## config.mk

```make
export PLATFORM = sky130hd
export DESIGN_NAME = commit_arbiter_s
export DESIGN_NICKNAME = d
export VERILOG_FILES = /design/src/rtl/pkg_tpu.sv /design/src/rtl/commit_arbiter_s_rr_picker.sv /design/src/rtl/commit_arbiter_s.sv
export SDC_FILE = /design/constraint.sdc
export NUM_CORES = 1
export LEC_CHECK = 0
export CAP_MARGIN = 20
export CORE_MARGIN = 2
export CORE_UTILIZATION = 50
export DETAILED_ROUTE_END_ITERATION = 16
export GPL_TIMING_DRIVEN = 1
export PLACE_DENSITY = 0.78
export SETUP_SLACK_MARGIN = 0.4
export SLEW_MARGIN = 20
export SYNTH_ARGS = -nofsm -noshare
export SYNTH_HDL_FRONTEND = slang
export SYNTH_SLANG_ARGS = --single-unit
```

## constraint.sdc

```tcl
create_clock -name clock -period 10.1 [get_ports clock]
set_clock_uncertainty 0.1 [all_clocks]
set_input_delay 2.02 -clock clock [delete_from_list [all_inputs] [get_ports clock]]
set_output_delay 2.02 -clock clock [all_outputs]
set_load 0.005 [all_outputs]
```

## src/rtl/pkg_tpu.sv

```systemverilog
// -----------------------------------------------------------------------------
// pkg_tpu
// Shared types for the scalar-unit commit path.
//   issue_no_t        : issue number carried from the execution sources to the
//                       scalar reorder buffer.
//   commit_src_t      : commit source index (LDST1, LDST2, MATH, MV, VEC).
//   commit_arb_out_t  : registered output stage of commit_arbiter_s
//                       {valid, source index, issue number}.
// -----------------------------------------------------------------------------
package pkg_tpu;

    localparam int CA_NUM_SRC   = 5;
    localparam int CA_WIDTH_NO  = 8;
    localparam int CA_WIDTH_SRC = $clog2(CA_NUM_SRC);

    typedef logic [CA_WIDTH_NO-1:0] issue_no_t;

    typedef enum logic [CA_WIDTH_SRC-1:0] {
        LDST1 = 3'd0,
        LDST2 = 3'd1,
        MATH  = 3'd2,
        MV    = 3'd3,
        VEC   = 3'd4
    } commit_src_t;

    typedef struct packed {
        logic        v;
        commit_src_t src;
        issue_no_t   issue_no;
    } commit_arb_out_t;

endpackage

```

## src/rtl/commit_arbiter_s_rr_picker.sv

```systemverilog
// -----------------------------------------------------------------------------
// rr_picker
// Round-robin find-first: scans req starting at index ptr, wrapping modulo N,
// and reports the first set bit. Purely combinational.
//   req  in  N   candidate vector
//   ptr  in  W   index where the scan starts (must be < N)
//   win  out W   index of the first set bit at or after ptr (0 when none)
//   any  out 1   at least one bit of req is set
// -----------------------------------------------------------------------------
module rr_picker #(
    parameter int N = 5,
    parameter int W = $clog2(N)
) (
    input  logic [N-1:0] req,
    input  logic [W-1:0] ptr,
    output logic [W-1:0] win,
    output logic         any
);

    int pos;

    // NOTE: every output and temporary gets a value before the loop so no
    // path through the block leaves a signal unassigned, which would infer a
    // latch.
    always_comb begin
        win = '0;
        any = 1'b0;
        pos = 0;
        for (int i = 0; i < N; i++) begin
            pos = int'(ptr) + i;
            if (pos >= N) begin
                pos = pos - N;
            end
            if (!any && req[pos]) begin
                any = 1'b1;
                win = W'(pos);
            end
        end
    end

endmodule

```

## src/rtl/commit_arbiter_s.sv

```systemverilog
// -----------------------------------------------------------------------------
// commit_arbiter_s
// Merges commit notifications from the scalar-unit execution sources
// (0=LdSt1, 1=LdSt2, 2=Math, 3=Mv, 4=Vector) into the single commit port of
// the scalar reorder buffer. Each source owns a one-entry pending slot; a
// round-robin picker drains one slot per cycle into a registered output stage
// that is held until the reorder buffer acknowledges it.
//
// Build option: define COMMIT_ARB_PRIO_V_EN to give slot 4 (Vector) absolute
// priority; a Vector win leaves the round-robin pointer untouched so the other
// sources keep rotating among themselves. Default build is pure round-robin.
//
// Ports
//   clock         in   1                     clock
//   reset         in   1                     synchronous, active-high reset
//   I_Req         in   NUM_SRC               per-source request, held until granted
//   I_No          in   NUM_SRC x WIDTH_NO    per-source issue number
//   O_Grant       out  NUM_SRC               request accepted this cycle (comb)
//   O_Commit_Req  out  1                     commit valid (registered)
//   O_Commit_No   out  WIDTH_NO              issue number being committed
//   O_Commit_Src  out  WIDTH_SRC             originating source index
//   I_Commit_Ack  in   1                     reorder buffer takes the commit
//   O_Num_Pend    out  $clog2(NUM_SRC+2)     occupied slots + output stage
//   O_Empty       out  1                     nothing pending, no output valid
// -----------------------------------------------------------------------------
module commit_arbiter_s
    import pkg_tpu::*;
#(
    parameter int NUM_SRC   = CA_NUM_SRC,
    parameter int WIDTH_NO  = $bits(issue_no_t),
    parameter int WIDTH_SRC = $clog2(NUM_SRC)
) (
    input  logic                              clock,
    input  logic                              reset,
    input  logic [NUM_SRC-1:0]                I_Req,
    input  logic [NUM_SRC-1:0][WIDTH_NO-1:0]  I_No,
    output logic [NUM_SRC-1:0]                O_Grant,
    output logic                              O_Commit_Req,
    output logic [WIDTH_NO-1:0]               O_Commit_No,
    output logic [WIDTH_SRC-1:0]              O_Commit_Src,
    input  logic                              I_Commit_Ack,
    output logic [$clog2(NUM_SRC+2)-1:0]      O_Num_Pend,
    output logic                              O_Empty
);

    localparam int CNT_W = $clog2(NUM_SRC + 2);

    // Pending slots and output stage.
    logic [NUM_SRC-1:0]  pend_v;
    logic [WIDTH_NO-1:0] pend_no [NUM_SRC];
    commit_arb_out_t     out_q;
    logic [WIDTH_SRC-1:0] ptr;

    // Picker / control.
    logic [NUM_SRC-1:0]   rr_req;
    logic [WIDTH_SRC-1:0] rr_win;
    logic                 rr_any;
    logic [WIDTH_SRC-1:0] win;
    logic                 any_pend;
    logic                 ptr_adv;
    logic [WIDTH_SRC-1:0] next_ptr;
    logic                 load_ok;
    logic                 fire;
    logic [NUM_SRC-1:0]   drain_oh;
    logic [NUM_SRC-1:0]   grant;

`ifdef COMMIT_ARB_PRIO_V_EN
    localparam int V_IDX = int'(VEC);

    // Vector is taken out of the rotation and overrides it when pending.
    assign rr_req   = pend_v & ~(NUM_SRC'(1) << V_IDX);
    assign win      = pend_v[V_IDX] ? WIDTH_SRC'(V_IDX) : rr_win;
    assign any_pend = pend_v[V_IDX] | rr_any;
    assign ptr_adv  = fire & ~pend_v[V_IDX];
`else
    assign rr_req   = pend_v;
    assign win      = rr_win;
    assign any_pend = rr_any;
    assign ptr_adv  = fire;
`endif

    rr_picker #(
        .N (NUM_SRC),
        .W (WIDTH_SRC)
    ) u_rr_picker (
        .req (rr_req),
        .ptr (ptr),
        .win (rr_win),
        .any (rr_any)
    );

    // The output stage can take a new entry when empty or when the current
    // entry leaves this cycle.
    assign load_ok  = ~out_q.v | I_Commit_Ack;
    assign fire     = load_ok & any_pend;
    assign drain_oh = fire ? (NUM_SRC'(1) << win) : '0;
    assign next_ptr = (int'(win) == NUM_SRC - 1) ? '0 : win + 1'b1;

    // A slot being drained this cycle can accept its source's next request.
    assign grant    = {NUM_SRC{~reset}} & I_Req & (~pend_v | drain_oh);

    // NOTE: registered state uses non-blocking assignments so every flop
    // samples the pre-edge value of its neighbours, independent of the order
    // of statements or processes.
    always_ff @(posedge clock) begin
        if (reset) begin
            pend_v <= '0;
            out_q  <= '0;
            ptr    <= '0;
        end else begin
            if (fire) begin
                out_q.v        <= 1'b1;
                out_q.src      <= commit_src_t'(win);
                out_q.issue_no <= pend_no[win];
            end else if (I_Commit_Ack) begin
                out_q.v <= 1'b0;
            end
            if (ptr_adv) begin
                ptr <= next_ptr;
            end
            pend_v <= (pend_v & ~drain_oh) | grant;
        end
    end

    // NOTE: the slot payload has no reset; it is only ever read through
    // pend_v, which is reset, so clearing the data would cost flops for no
    // observable effect.
    always_ff @(posedge clock) begin
        for (int s = 0; s < NUM_SRC; s++) begin
            if (grant[s]) begin
                pend_no[s] <= I_No[s];
            end
        end
    end

    assign O_Grant      = grant;
    assign O_Commit_Req = out_q.v;
    assign O_Commit_No  = out_q.issue_no;
    assign O_Commit_Src = out_q.src;
    assign O_Num_Pend   = CNT_W'($countones(pend_v)) + CNT_W'(out_q.v);
    assign O_Empty      = ~(|pend_v) & ~out_q.v;

endmodule

```

==> results of run 1 <==
==> logic make-up (layout without fill, tap and decap cells) <==
kind of cell               count (synthesis)  in the layout  synth area share (%)
adders and majority gates                 15             15                  6.23
and+or+nand+nor                           95             95                  15.1
AOI/OAI and AO/OA                         80             80                  17.0
DFF                                       60             60                  45.8
buffers and inverters                     36            110                  4.30
muxes                                     33             33                  10.5
xor gates and xnor gates                   4              4                  1.00
==> layout make-up <==
type | count | area, sq um | area share [%]
timing repair buffer | 74 | 726 | 16.3
clock buffer | 10 | 128 | 2.86
sequential | 60 | 1600 | 35.9
clock inverter | 6 | 63.8 | 1.43
tap | 96 | 120 | 2.69
multi-input combinational | 227 | 1750 | 39.2
inverter | 20 | 75.1 | 1.68
==> power by group through the flow <==
stage                     registers, W  clock network [W]  logic, W
final                         0.000351           0.000207  0.000961
after detailed placement      0.000355                  0  0.000951
after CTS                     0.000351           0.000211  0.000958
after global routing          0.000356           0.000223   0.00105
after floorplan               0.000337                  0  0.000709
after global placement        0.000354                  0  0.000932
==> per-stage QoR <==
stage / util (%) / power, W / cells
2_1_floorplan: - / 0.00105 / 323
3_3_place_gp: 62.9 / 0.00129 / 477
3_5_place_dp: 62.9 / 0.00131 / 477
4_1_cts: 65.7 / 0.00152 / 493
5_1_grt: 65.7 / 0.00163 / 493
6_report: 65.7 / 0.00152 / 493
==> critical path, delay by kind of cell, from the launching register on <==
| kind | cells | cell delay (ns) |
|---|---|---|
| AO/OA/AOI/OAI | 5 | 1.92 |
| buffers and inverters | 3 | 1.09 |
| flip-flops | 1 | 0.68 |
| adder cells (fa/ha/maj) | 1 | 0.67 |
| AND/OR/NAND/NOR | 4 | 0.58 |
| multiplexers | 1 | 0.39 |
==> layout by cell type (no fill, tap or decap), drive strengths merged, types with 3 or more instances in the layout <==
master,instances
a211o,3
a211oi,5
a21o,5
a21oi,17
a221o,8
a31oi,6
and2,11
buf,6
clkbuf,10
clkdlybuf4s50,68
dfxtp,20
edfxtp,40
fa,4
ha,11
inv,21
mux2i,30
mux4,3
nand2,20
nand2b,7
nand3,6
nand4,3
nor2,22
nor3,8
nor3b,4
o211ai,4
o21ai,12
or4,3
xnor2,4
==> path summary, 6_finish.rpt <==
path,end,slack (ns),cells after the start
worst max-delay path,O_Grant[0],2.31,14
worst min-delay path,O_Commit_Src[2]$_SDFFE_PP0P_,0.37,2
worst max register to register,pend_no[0][6]$_DFFE_PP_,4.94,13
worst min register to register,O_Commit_Src[2]$_SDFFE_PP0P_,0.37,2
==> sequential cells by signal, summed over array words and instances, names as in the netlist <==
name          count
O_Commit_Req      1
pend_no          40
pend_v            5
ptr               3
O_Commit_No       8
O_Commit_Src      3
==> per-layer routing <==
metal	vias to the layer above	share of wire, %	routed length, microns	global-route usage (%)
met5	-	0	0	0
met4	0	2.1	182	9.23
met3	15	5.8	493	4.62
met2	100	50	4260	38.6
met1	1351	42	3610	31.2
li1	1346	-	-	-
==> cell usage after synthesis (2+ instances only) <==
cell type / number / area [sq um]
nor3_1: 5 / 25.0
mux2i_1: 30 / 300
nor3_4: 2 / 32.5
mux4_2: 3 / 67.6
o21ai_0: 9 / 45.0
a221o_1: 8 / 80.1
nor2_1: 21 / 78.8
edfxtp_1: 40 / 1200
nand4_1: 3 / 18.8
a211oi_1: 5 / 37.5
fa_1: 4 / 80.1
nor3b_1: 4 / 30.0
dfxtp_1: 20 / 400
o21a_1: 2 / 15.0
or2_2: 2 / 12.5
o21ai_1: 3 / 15.0
o22ai_1: 2 / 12.5
nand3_1: 6 / 30.0
or4_1: 3 / 22.5
clkbuf_1: 6 / 22.5
o211ai_1: 4 / 30.0
nor2b_1: 2 / 12.5
a21oi_1: 16 / 80.1
and4_1: 2 / 17.5
xnor2_1: 4 / 35.0
a21o_1: 5 / 37.5
or3_1: 2 / 12.5
ha_1: 11 / 138
and2_1: 10 / 62.6
nand2b_1: 6 / 37.5
buf_2: 9 / 45.0
inv_2: 2 / 7.51
a211o_1: 3 / 26.3
inv_1: 18 / 67.6
a31oi_1: 6 / 37.5
nand2_1: 20 / 75.1
o31a_1: 2 / 17.5
==> flow_metrics.tcl, run 1 <==
set metrics [dict create \
    outcome "completed" \
    internal_power_w 0.000852 \
    synth_area_sq_um 3490 \
    synthToLayoutAreaGrowth_pct 27.7 \
    ys_seq_area_share_pct 45.8 \
    drive_above_1_share_pct 9.57 \
    clockBufferDepth 2 \
    synth-async-reset-ratio_pct 0 \
    vias 2812 \
    holdWs_ns 0.372 \
    p_per_area_nw_per_um2 340 \
    cts_tree "built" \
    cpPeakStageDelay_ns 0.86 \
    rsz0062_at_grt "false" \
    grt_pass1_wl_microns 13700 \
    htreeDepth 3 \
    post-route-min-period_ns 7.79 \
    ctsHoldBuffers 0 \
    synth_nets 386 \
    synth-edff-count 40 \
    antenna_found_initial 0 \
    synthCells 323 \
    final.setup.worst_slack_ns 2.31 \
    slew_headroom_pct 30.8 \
    diodes 0 \
    synth_flop_cell "edfxtp_1" \
    hpwlAfterDp_microns 6340 \
    cp_data_arrival_time_ns 5.67 \
    final_net_count 455 \
    ir_drop_v 0.000231 \
    wl_per_cell_microns 17.3 \
    firstDrtPassIters 4 \
    clockPowerShare_pct 13.6 \
    ant_nets 0 \
    drc 0 \
    dieArea_sq_um 7670 \
    post_cts_resized 0 \
    critPathKind "flop to primary output" \
    design_area_sq_um 4460 \
    ys_ff_latch 60 \
    power_frac_comb_pct 63.3 \
    routabilityCongestion 0.973 \
    critPathLaunch "ptr[1]$_SDFFE_PP0P_" \
    path_max_fanout 14 \
    max_freq_mhz 128 \
    hold_class "flop to flop" \
    postSynthAreaPerCell_sq_um 10.8 \
    placed_area_sq_um 4270 \
    core-area_sq_um 6790 \
    clkTransAtPathRegs_ns 0.07 \
    rows 30 \
    numCtsBuffers 9 \
    synth.distinct_cells 60 \
    grt_pass1_vias 2772 \
    cap_violations 0 \
    clk_latency_ns 0.33 \
    io_pins 69 \
    p_switching_w 0.000666 \
    cp_slowest_cell "a21oi_1" \
    finalSetupTns_ns 0 \
    setup_violations 0 \
    yosysWarnings 0 \
    cp.required_ns 7.98 \
    seqPwrFrac_pct 23.1 \
    drt-total-wl_microns 8550 \
    start_util_pct 51.4 \
    drtIter0Drc 173 \
    grt_max_degree 34 \
    place_ws_ns 2.70 \
    crit_chain "inv_1, ha_1, mux4_2, a32oi_2, o21ai_1, a41o_1, a311o_1, nand2b_4, nor2_1, nor2_4, inv_2, nand4_1, a21oi_1, clkdlybuf4s50_1" \
    fp.dieH_microns 87.6 \
    vias_per_cell 5.70 \
    cts-root-buf "clkbuf_8" \
    post_cts_buffers 0 \
    critPathCaptureType "primary output" \
    worstMarginPinSlew_ns 1.04 \
    post-route-period-util_pct 77.1 \
    start_kind "flop" \
    min_from "O_Commit_Src[2]$_SDFFE_PP0P_" \
    p_leak_nw 1.72 \
    overflow 0 \
    finalMaxSlewViolations 0 \
    cts_sinks 60 \
    r2r_start "ptr[1]$_SDFFE_PP0P_" \
    grt.total_usage_pct 23.6 \
    numPortBuffers 68 \
    swShare_pct 43.9 \
    die_w_microns 87.6 \
    fill_cells 546 \
    hold_viol_final 0 \
]
Note: power is estimated with default switching activity, not from simulation.
==> inputs of run 2 (changes only) <==
==> constraint.sdc (replaced) <==
create_clock -name clock -period 7.3 [get_ports clock]
set_clock_uncertainty 0.1 [all_clocks]
set_input_delay 1.46 -clock clock [delete_from_list [all_inputs] [get_ports clock]]
set_output_delay 1.46 -clock clock [all_outputs]
set_load 0.005 [all_outputs]
==> flow_metrics.tcl, run 2 (synthesis results as in run 1) <==
set metrics [dict create \
    dieArea_sq_um 7670 \
    rr_worst_depth 14 \
    p_per_area_nw_per_um2 475 \
    critPathCaptureType "primary output" \
    largest_reg_flops 40 \
    cap_violations 0 \
    post_cts_buffers 0 \
    vias 2821 \
    firstDrtPassIters 5 \
    finalMaxSlewViolations 0 \
    final_net_count 456 \
    final_common_cell "clkdlybuf4s50_1" \
    regMostFlops "pend_no" \
    hold_class "flop to flop" \
    dp.cells 478 \
    layout_common_cells "68 x clkdlybuf4s50_1, 40 x edfxtp_1, 30 x mux2i_1" \
    hpwlAfterDp_microns 6460 \
    outcome "completed" \
    critPathLaunch "ptr[1]$_SDFFE_PP0P_" \
    wl_per_cell_microns 17.5 \
    die_w_microns 87.6 \
    fin_cells 494 \
    finish.utilization_pct 66.1 \
    ant_nets 0 \
    min_from "pend_no[4][3]$_DFFE_PP_" \
    slew_headroom_pct 41.9 \
    htreeDepth 3 \
    drt-total-wl_microns 8640 \
    r2r_setup_slack_ns 2.62 \
    cts_tree "built" \
    core-area_sq_um 6790 \
    worstMarginPinSlew_ns 0.869 \
    overflow 0 \
    grt_max_degree 33 \
    p_leak_nw 1.74 \
    cp_data_arrival_time_ns 4.94 \
    clk_latency_ns 0.32 \
    start_util_pct 51.4 \
    diodes 0 \
    antenna_found_initial 0 \
    holdPathStages 1 \
    ctsHoldBuffers 0 \
    hold_viol_final 0 \
    numPortBuffers 68 \
    ir_drop_v 0.000235 \
    max_freq_mhz 154 \
    drive_above_1_share_pct 9.55 \
    clkTransAtPathRegs_ns 0.07 \
    clockBufferDepth 2 \
    rows 30 \
    setup_violations 0 \
    critPathKind "flop to primary output" \
    finalSetupTns_ns 0 \
    hold_end "O_Commit_No[3]$_SDFFE_PP0P_" \
    drtIter0Drc 223 \
    fp.dieH_microns 87.6 \
    synthToLayoutAreaGrowth_pct 28.5 \
    rsz0062_at_grt "false" \
    post-route-min-period_ns 6.50 \
    rr_endpoint "pend_no[3][0]$_DFFE_PP_" \
    numCtsBuffers 9 \
    vias_per_cell 5.71 \
    cts-root-buf "clkbuf_8" \
    cts_sinks 60 \
    grt_pass1_vias 2823 \
    io_pins 69 \
    post-route-period-util_pct 89.0 \
    cp.required_ns 5.74 \
    path_max_fanout 16 \
    r2r_start "ptr[1]$_SDFFE_PP0P_" \
    drc 0 \
    grt_pass1_wl_microns 14200 \
    start_kind "flop" \
    routabilityCongestion 0.933 \
    finalPower_w 0.00213 \
    grt.total_usage_pct 24.2 \
]
-- run 2: changes by cell type in the layout (fill, tap and decap cells not counted), sizes merged --
cell,delta
clkinv,+1
clkinvlp,-2
bufinv,+1
inv,-1
clkbuf,+1
buf,+1
-- run 2: metrics by stage --
stage / setup WS (ns) / hold WS [ns] / instance area (sq um)
2_1_floorplan: 1.47 / 0.348 / 3490
3_5_place_dp: 0.836 / 0.358 / 4280
5_1_grt: 0.509 / 0.396 / 4490
4_1_cts: 0.458 / 0.373 / 4490
6_report: 0.804 / 0.373 / 4490
3_3_place_gp: 0.989 / 0.355 / 4280
-- run 2: worst max path at each step --
stage	slack (ns)	endpoint
after floorplan	1.47	O_Grant[3]
after global placement	0.99	O_Grant[3]
after detailed placement	0.84	O_Grant[3]
after CTS	0.46	O_Grant[3]
after global routing	0.51	O_Grant[3]
final	0.80	O_Grant[3]
-- run 2: cell type report --
cell class | instances | area, sq um
clock inverter | 5 | 76.3
timing repair buffer | 75 | 733
sequential | 60 | 1600
tap | 96 | 120
fill | 525 | 2300
multi-input combinational | 227 | 1750
inverter | 20 | 75.1
clock buffer | 11 | 131
-- run 2: worst max-delay path, stage by stage (launching register included) --
cell	delay (ns)
dfxtp_2	0.48
inv_1	0.21
ha_2	0.54
mux4_2	0.36
a32oi_2	0.29
o21ai_1	0.16
a41o_1	0.23
a311o_1	0.40
nor3_1	0.35
nor3_4	0.18
nor2_1	0.20
ha_1	0.18
a21oi_1	0.10
nor3b_1	0.36
clkdlybuf4s50_1	0.58
-- run 2: report_power, final --
group / internal (W) / total, W / switching (W)
Clock: 0.000191 / 0.000316 / 0.000125
Combinational: 0.000594 / 0.00133 / 0.000736
Sequential: 0.000431 / 0.000485 / 0.0000541
Total: 0.00122 / 0.00213 / 0.000915
-- run 2: repair_timing --
action / 4_1_cts / 5_1_grt
endpoints found under the hold margin: 0 / 0
endpoints found under the setup margin: 0 / 5
resized for setup: 0 / 2
-- run 2: per-layer routing --
metal  GRT usage [%]  routed length, microns  vias to the layer above
met5               0                       0                        -
met4            6.15                     147                        0
met3            5.09                     519                       16
met2            38.5                    4140                      114
met1            34.2                    3830                     1335
li1                -                       -                     1356
